**src/rtl/up_wishbone_classic_master_pkg.sv**
```systemverilog
// up_wishbone_classic_master_pkg: shared FSM encoding and Wishbone classic constants.
package up_wishbone_classic_master_pkg;

    typedef enum logic [1:0] {
        ST_IDLE,
        ST_READ,
        ST_WRITE
    } state_e;

    localparam logic [2:0] WB_CTI_CLASSIC = 3'b000;
    localparam logic [1:0] WB_BTE_LINEAR  = 2'b00;

endpackage

```
**src/rtl/up_wishbone_classic_master_timeout.sv**
```systemverilog
// up_wb_timeout: bus watchdog, flags a transfer whose strobe has waited TIMEOUT_CYCLES cycles.
module up_wb_timeout #(
    parameter int unsigned TIMEOUT_CYCLES = 256
) (
    input  logic clk,
    input  logic rstn,
    input  logic start,
    input  logic active,
    input  logic hit,
    output logic expired
);

    localparam int CW = (TIMEOUT_CYCLES == 0) ? 1 : $clog2(TIMEOUT_CYCLES + 1);

    logic [CW-1:0] cnt_q, cnt_d;

    always_comb begin
        cnt_d = cnt_q;
        if (start)
            cnt_d = '0;
        else if (active && !hit)
            cnt_d = cnt_q + CW'(1);
    end

    always_ff @(posedge clk) begin
        if (!rstn)
            cnt_q <= '0;
        else
            cnt_q <= cnt_d;
    end

    // Fires on the edge where the count would reach TIMEOUT_CYCLES, so stb stays up exactly that long
    assign expired = (TIMEOUT_CYCLES != 0) && active && !hit && (cnt_q == CW'(TIMEOUT_CYCLES - 1));

endmodule

```
**src/rtl/up_wishbone_classic_master.sv**
```systemverilog
// up_wishbone_classic_master: issues single uP read/write requests as Wishbone classic master cycles.
module up_wishbone_classic_master
    import up_wishbone_classic_master_pkg::*;
#(
    parameter int unsigned ADDRESS_WIDTH  = 32,
    parameter int unsigned BUS_WIDTH      = 4,
    parameter int unsigned TIMEOUT_CYCLES = 256
) (
    input  logic                     clk,
    input  logic                     rstn,
    input  logic                     up_rreq,
    output logic                     up_rack,
    input  logic [ADDRESS_WIDTH-1:0] up_raddr,
    output logic [BUS_WIDTH*8-1:0]   up_rdata,
    input  logic                     up_wreq,
    output logic                     up_wack,
    input  logic [ADDRESS_WIDTH-1:0] up_waddr,
    input  logic [BUS_WIDTH*8-1:0]   up_wdata,
    output logic                     bus_err,
    output logic                     m_wb_cyc,
    output logic                     m_wb_stb,
    output logic                     m_wb_we,
    output logic [ADDRESS_WIDTH-1:0] m_wb_addr,
    output logic [BUS_WIDTH*8-1:0]   m_wb_data_o,
    output logic [BUS_WIDTH-1:0]     m_wb_sel,
    output logic [2:0]               m_wb_cti,
    output logic [1:0]               m_wb_bte,
    input  logic                     m_wb_ack,
    input  logic [BUS_WIDTH*8-1:0]   m_wb_data_i,
    input  logic                     m_wb_err
);

    localparam int DW = BUS_WIDTH * 8;

    state_e                   state_q, state_d;
    logic                     rpend_q, rpend_d, wpend_q, wpend_d;
    logic [ADDRESS_WIDTH-1:0] raddr_q, raddr_d, waddr_q, waddr_d;
    logic [DW-1:0]            wdata_q, wdata_d;
    logic                     cyc_q, cyc_d, we_q, we_d;
    logic [ADDRESS_WIDTH-1:0] addr_q, addr_d;
    logic [DW-1:0]            dato_q, dato_d, rdata_q, rdata_d;
    logic                     rack_q, rack_d, wack_q, wack_d, bus_err_q, bus_err_d;
    logic                     r_acc, w_acc, r_pend, w_pend, hit, expired, term, term_err, start;
    logic [ADDRESS_WIDTH-1:0] r_addr, w_addr;
    logic [DW-1:0]            w_data;

    up_wb_timeout #(.TIMEOUT_CYCLES(TIMEOUT_CYCLES)) u_timeout (
        .clk     (clk),
        .rstn    (rstn),
        .start   (start),
        .active  (cyc_q),
        .hit     (hit),
        .expired (expired)
    );

    always_comb begin
        // A request pulse may start the bus in the same edge it is accepted, bypassing the pending flop
        r_acc     = up_rreq && !rpend_q && state_q != ST_READ;
        w_acc     = up_wreq && !wpend_q && state_q != ST_WRITE;
        r_pend    = rpend_q || r_acc;
        w_pend    = wpend_q || w_acc;
        r_addr    = rpend_q ? raddr_q : up_raddr;
        w_addr    = wpend_q ? waddr_q : up_waddr;
        w_data    = wpend_q ? wdata_q : up_wdata;
        hit       = m_wb_ack || m_wb_err;
        term_err  = m_wb_err || expired;
        term      = hit || expired;
        state_d   = state_q;
        rpend_d   = r_pend;
        wpend_d   = w_pend;
        raddr_d   = r_acc ? up_raddr : raddr_q;
        waddr_d   = w_acc ? up_waddr : waddr_q;
        wdata_d   = w_acc ? up_wdata : wdata_q;
        cyc_d     = cyc_q;
        we_d      = we_q;
        addr_d    = addr_q;
        dato_d    = dato_q;
        rack_d    = 1'b0;
        wack_d    = 1'b0;
        rdata_d   = rdata_q;
        bus_err_d = bus_err_q;
        start     = 1'b0;
        if (state_q == ST_IDLE) begin
            if (w_pend) begin
                state_d = ST_WRITE;
                wpend_d = 1'b0;
                cyc_d   = 1'b1;
                we_d    = 1'b1;
                addr_d  = w_addr;
                dato_d  = w_data;
                start   = 1'b1;
            end else if (r_pend) begin
                state_d = ST_READ;
                rpend_d = 1'b0;
                cyc_d   = 1'b1;
                we_d    = 1'b0;
                addr_d  = r_addr;
                start   = 1'b1;
            end
        end else if (term) begin
            state_d   = ST_IDLE;
            cyc_d     = 1'b0;
            we_d      = 1'b0;
            rack_d    = state_q == ST_READ;
            wack_d    = state_q == ST_WRITE;
            rdata_d   = (state_q == ST_READ) ? (term_err ? '0 : m_wb_data_i) : rdata_q;
            bus_err_d = bus_err_q || term_err;
        end
    end

    always_ff @(posedge clk) begin
        if (!rstn) begin
            state_q   <= ST_IDLE;
            rpend_q   <= 1'b0;
            wpend_q   <= 1'b0;
            raddr_q   <= '0;
            waddr_q   <= '0;
            wdata_q   <= '0;
            cyc_q     <= 1'b0;
            we_q      <= 1'b0;
            addr_q    <= '0;
            dato_q    <= '0;
            rack_q    <= 1'b0;
            wack_q    <= 1'b0;
            rdata_q   <= '0;
            bus_err_q <= 1'b0;
        end else begin
            state_q   <= state_d;
            rpend_q   <= rpend_d;
            wpend_q   <= wpend_d;
            raddr_q   <= raddr_d;
            waddr_q   <= waddr_d;
            wdata_q   <= wdata_d;
            cyc_q     <= cyc_d;
            we_q      <= we_d;
            addr_q    <= addr_d;
            dato_q    <= dato_d;
            rack_q    <= rack_d;
            wack_q    <= wack_d;
            rdata_q   <= rdata_d;
            bus_err_q <= bus_err_d;
        end
    end

    assign up_rack     = rack_q;
    assign up_wack     = wack_q;
    assign up_rdata    = rdata_q;
    assign bus_err     = bus_err_q;
    assign m_wb_cyc    = cyc_q;
    assign m_wb_stb    = cyc_q;
    assign m_wb_we     = we_q;
    assign m_wb_addr   = addr_q;
    assign m_wb_data_o = dato_q;
    assign m_wb_sel    = {BUS_WIDTH{1'b1}};
    assign m_wb_cti    = WB_CTI_CLASSIC;
    assign m_wb_bte    = WB_BTE_LINEAR;

endmodule
```
**config.mk**
```make
export PLATFORM = sky130hd
export DESIGN_NAME = up_wishbone_classic_master
export DESIGN_NICKNAME = d
export VERILOG_FILES = /design/src/rtl/up_wishbone_classic_master_pkg.sv /design/src/rtl/up_wishbone_classic_master_timeout.sv /design/src/rtl/up_wishbone_classic_master.sv
export SDC_FILE = /design/constraint.sdc
export NUM_CORES = 1
export LEC_CHECK = 0
export CAP_MARGIN = 15
export CORE_MARGIN = 2
export CORE_UTILIZATION = 40
export CTS_CLUSTER_DIAMETER = 200
export DETAILED_ROUTE_END_ITERATION = 8
export PLACE_DENSITY = 0.66
export SLEW_MARGIN = 20
export SYNTH_ARGS = -nofsm -noshare
export SYNTH_HDL_FRONTEND = slang
export SYNTH_SLANG_ARGS = --single-unit
```
**constraint.sdc**
```tcl
create_clock -name clk -period 3.5 [get_ports clk]
set_clock_uncertainty 0.05 [all_clocks]
set_input_delay 1.05 -clock clk [delete_from_list [all_inputs] [get_ports clk]]
set_output_delay 1.05 -clock clk [all_outputs]
set_load 0.02 [all_outputs]
```
# Yosys cells after proc, flatten, opt, wreduce, memory -nomap -nowiden
# Index checks and enable logic that the tools add are counted.
# classes
add_sub_neg	1
eq_ne	6
mux	22
bitwise	3
n_reduce_logical	26
# ops
op	count
two-way mux 32 bit	6
two-way mux 1 bit	12
adder 9 x 1 -> 9 bit, second input constant	1
== test 9 x 8 -> 1 bit, second input constant	1
two-way mux 2 bit	4
AND reduction 2 bit	4
logical AND 1 bit	6
logical OR 1 bit	6
nonzero test 2 bit	2
OR reduction 2 bit	2
zero test 1 bit	3
inequality test 3 bit, second input constant	1
inverter 1 bit	3
AND reduction 3 bit	1
OR reduction 3 bit	1
== test 2 x 1 -> 1 bit, second input constant	1
== test 2 bit, second input constant	1
zero test 2 bit	1
inequality test 2 x 1 -> 1 bit, second input constant	1
inequality test 2 bit, second input constant	1
# word_totals
register_bits	210
input_bits	134
out_inout_bits	111
elab_cells	73

# Longest topological paths before layout
# logic_depth
word_depth	8
ltp_mapped	8
ltp_nobuf	7

# By module
# A second synthesis with hierarchy kept.
# hier_totals
cells_unflattened	1019
hier_area_um2	9531.6
# by_module_without_submodules
module	instances	cells_each	area_per_inst_um2	seq_area_each_um2
up_wishbone_classic_master	1	969	9100.0	4003.8
up_wb_timeout	1	50	431.7	180.2

# Worst setup path after synthesis
# OpenSTA, ideal clock, no wires.
# synth_timing
kind	input port to flip-flop
start	in up_wreq
end	reg addr_q[10], in the netlist m_wb_addr[10]
setup_ns	0.122
t_arrival_ns	2.178
t_required_ns	3.328
slack_ns	1.150
cell_stages	6
n_path_buf	3
cell_sequence	buf_2 or4_4 buf_6 buf_2 a21o_1 o311a_1
# synth_between
elab_chain_cells	5
elab_cells_between_ends	6
classes_between	mux: 1; reduce/logical: 5
# synth_lines
item	line_no	rtl
start, declared	up_wishbone_classic_master.sv:15	input logic up_wreq,
logical AND 1 bit * (2 in a row)	up_wishbone_classic_master.sv:59	w_acc = up_wreq && !wpend_q && state_q != ST_WRITE;
logical OR 1 bit *	up_wishbone_classic_master.sv:61	w_pend = wpend_q || w_acc;
nonzero test 2 bit (no line)	--	
AND reduction 2 bit (no line)	--	
end signal, assigned	up_wishbone_classic_master.sv:136	addr_q <= addr_d;
end, declared	up_wishbone_classic_master.sv:40	logic [ADDRESS_WIDTH-1:0] addr_q, addr_d;
# Every way passes the cells marked *; elsewhere a longest branch is shown, timed or not.
# A chain may end at the register's enable or synchronous reset.

==> metrics.md <==
| Metric | Value |
|---|---|
| Status | `complete, no violations` |
| Crit-path leading delay family | `buffers and inverters` |
| Die area | `roughly 0.025 mm²` |
| Combinational share of power | `22.3%` |
| P_int | `4708 µW` |
| Power Density | `around 510 mW/mm²` |
| Sequential power share | `between 40% and 50%` |
| Ys async rst share | `0%` |
| Fillers | `~2200` |
| CTS max path bufs | `3` |
| Hold_buf cts | `0` |
| CTS tree | `built` |
| Post-detail-place hpwl | `between 15000 and 20000 µm` |
| Hold Vio Cnt, Final | `0` |
| Tightest Pin Transition | `about 1.0 ns` |
| Cell variety after synth | `40` |
| Crit path buffers/inverters | `1` |
| Hold Startpoint | `u_timeout.cnt_q[8]` |
| Drt total wl | `around 28000 µm` |
| Slew margin rel. | `33.16%` |
| Congestion Overflow GR | `0` |
| Setup bufs post-CTS | `0` |
| Post-DRT Antenna Nets | `0` |
| Slowest library cell on the worst path | `clkdlybuf4s50_1` |
| # DRC | `0` |
| Cell Chain, Critical Path | `clkdlybuf4s50_1` |
| Setup Crit Path Kind | `flop to output pin` |
| Hold Crit Class | `flop to flop` |
| Fin cells | `approximately 1500` |
| Yosys warns | `0` |
| Psw | `~1900 µW` |
| Crit path launch | `state_q[1]` |
| H-Tree Level Count | `1` |
| Final Max Slew Viols | `0` |
| Root Buffer | `clkbuf_16` |
| PnR Total Power | `around 6600 µW` |
| Syn avg cell area | `a little over 9 µm²` |
| LEAKAGE | `around 0.0051 µW` |
| Via count | `roughly 8400` |
| Final min period | `roughly 2.9 ns` |
| Core Area | `0.02340 mm²` |
| Global Route Usage Sum | `a little over a fifth` |
| Clk slew on worst S/H paths | `around 0.06 ns` |
| Share of the yosys chip area belonging to registers | `between 40 and 50%` |
| WL/cell | `roughly 19 µm` |
| FMAX | `approximately 350 MHz` |
| EDFF count, synth | `0` |
| Vias/cell | `5.524` |
| Placed cell count | `around 1500` |
| Num CTS Buffers | `24` |
| Post-synth top flop | `dfxtp_1` |
| Most frequent cells in the layout | `clkdlybuf4s50_1 (233), dfxtp_1 (207), nand3_1 (133)` |
| Boundary pin count | `about 250` |
| Initial antenna violation count | `0` |
| Clk pwr share | `~36%` |
| Rows | `between 50 and 60` |
| Cells after Synth | `roughly 1000` |
| Clk_lat worst skew | `0.51 ns` |
| DRT iter0 DRCs | `roughly 510` |
| Drt pass-1 iters | `5` |
| Fin crit share | `between 80 and 90%` |
| Critical path capture point type | `output pin` |
| Worst vdd ir | `a little over 0.0003 V` |
| Worst EP arrival | `roughly 1.8 ns` |
| PortBufs | `about 240` |
| Fin nets | `around 1300` |
| #FFs+latches synth | `around 210` |
| Largest net degree at the start of global routing | `around 100` |
| Switching fraction of total power | `between 20 and 30%` |
| Crit-path max cell delay | `~0.73 ns` |
| Total of max-cap violations | `0` |
| Startpoint class of the critical path | `flop` |
| Initial core utilization | `between 40% and 50%` |
| TritonCTS Sinks | `209` |
| Leading cell type in the layout, fill and taps excluded | `clkdlybuf4s50_1` |
| Worst R2R Start | `state_q[0]` |
| Share of post-route cells with drive strength above 1 | `6.318%` |
| Setup TNS | `0 ns` |
| Final setup viols | `0` |
| P&R area growth vs syn | `34.45%` |
| Die height | `158.1 µm` |
| RSZ-0062 raised after global routing | `false` |
| PostCTS Resize Cnt | `0` |
| Max Fanout on Critical Path | `8` |
| Routability-driven placement congestion ratio | `around 0.75` |
| Vias in the first global route | `about 8200` |
| Die width | `about 160 µm` |
| First-pass GRT wire length | `43990 µm` |
| Post-Syn Area | `between 0.009 and 0.01 mm²` |
| CP required | `between 2 and 2.5 ns` |
==> cells in the mapped netlist (all sizes together), types with 3 or more instances <==
cell type  count  area [µm²]
a21boi        96       720.7
or2            3       18.77
nand3        133       665.6
nor2b          5       31.28
o21ai         69       345.3
mux2i         65       650.6
a21o          33       247.7
dfxtp        209        4184
nand2         36       135.1
a211oi        33       247.7
and3          33       206.5
or4            4       33.78
o311a         32       320.3
nor2           8       30.03
buf           43       246.5
inv            3       11.26
a22o          32       280.3
o21a          34       255.2
nand2b         5       31.28
o211a         32       320.3
or3            3       18.77
o31ai          4       30.03
clkbuf        84       315.3
a21oi          9       45.04
==> path summary, 6_finish.rpt <==
| path | endpoint | slack [ns] | cells after the start |
|---|---|---|---|
| max | m_wb_we | 0.62 | 1 |
| min | u_timeout.cnt_q[8] | 0.41 | 2 |
| max reg2reg | wdata_q[24] | 1.15 | 4 |
| min reg2reg | u_timeout.cnt_q[8] | 0.41 | 2 |
==> sequential cells by signal, indices dropped and copies added, names as in the netlist <==
signal / flops
m_wb_data_o: 32
wdata_q: 32
up_wack: 1
u_timeout.cnt_q: 9
rpend_q: 1
m_wb_cyc: 1
bus_err: 1
state_q: 2
waddr_q: 32
up_rdata: 32
up_rack: 1
m_wb_addr: 32
raddr_q: 32
wpend_q: 1
==> stage by stage <==
| step | instance area (µm²) | worst slack, ns | hold slack [ns] | util (%) |
|---|---|---|---|---|
| 6_report | 12770 | 0.6213 | 0.4097 | 54.58 |
| 5_1_grt | 12770 | 0.5579 | 0.4304 | 54.57 |
| 3_5_place_dp | 12030 | 0.5122 | 0.4054 | 51.41 |
| 4_1_cts | 12770 | 0.5977 | 0.4129 | 54.57 |
| 2_1_floorplan | 9527 | 1.150 | 0.3863 | - |
| 3_3_place_gp | 12030 | 0.5571 | 0.3969 | 51.41 |
==> final cells by class <==
class	count	area (µm²)	share of cell area (%)
multi-input combinational	689	4802	37.59
sequential	209	4189	32.79
timing repair buffer	263	2630	20.59
clock buffer	38	734.5	5.750
tap	319	399.1	3.125
inverter	3	11.26	0.08816
clock inverter	1	5.005	0.03918
antenna	1	2.502	0.01959
==> power by group through the flow <==
stage	sequential [µW]	combinational [µW]	clock [µW]
2_1_floorplan	2870	742	0
3_3_place_gp	2760	1450	0
3_5_place_dp	2760	1470	0
4_1_cts	2710	1480	2450
5_1_grt	2740	1590	2540
6_report	2710	1470	2390
==> per-layer routing <==
layer / wire (µm) / share of wire [%] / GRT usage [%]
met4: 525 / 1.9 / 5.019
met1: 12590 / 45 / 29.08
met2: 13120 / 47 / 34.95
met3: 1960 / 7.0 / 5.530
met5: 0 / 0 / 0
==> logic make-up after synthesis <==
kind of cell / share of synthesized area, %
fa+ha+maj: 0.2634
buf+inv: 6.032
xor+xnor: 0.09221
flops: 44.04
mux: 6.848
other cells: 0.07905
simple gates: 12.74
compound gates: 29.91
(Power assumes the default switching activity.)
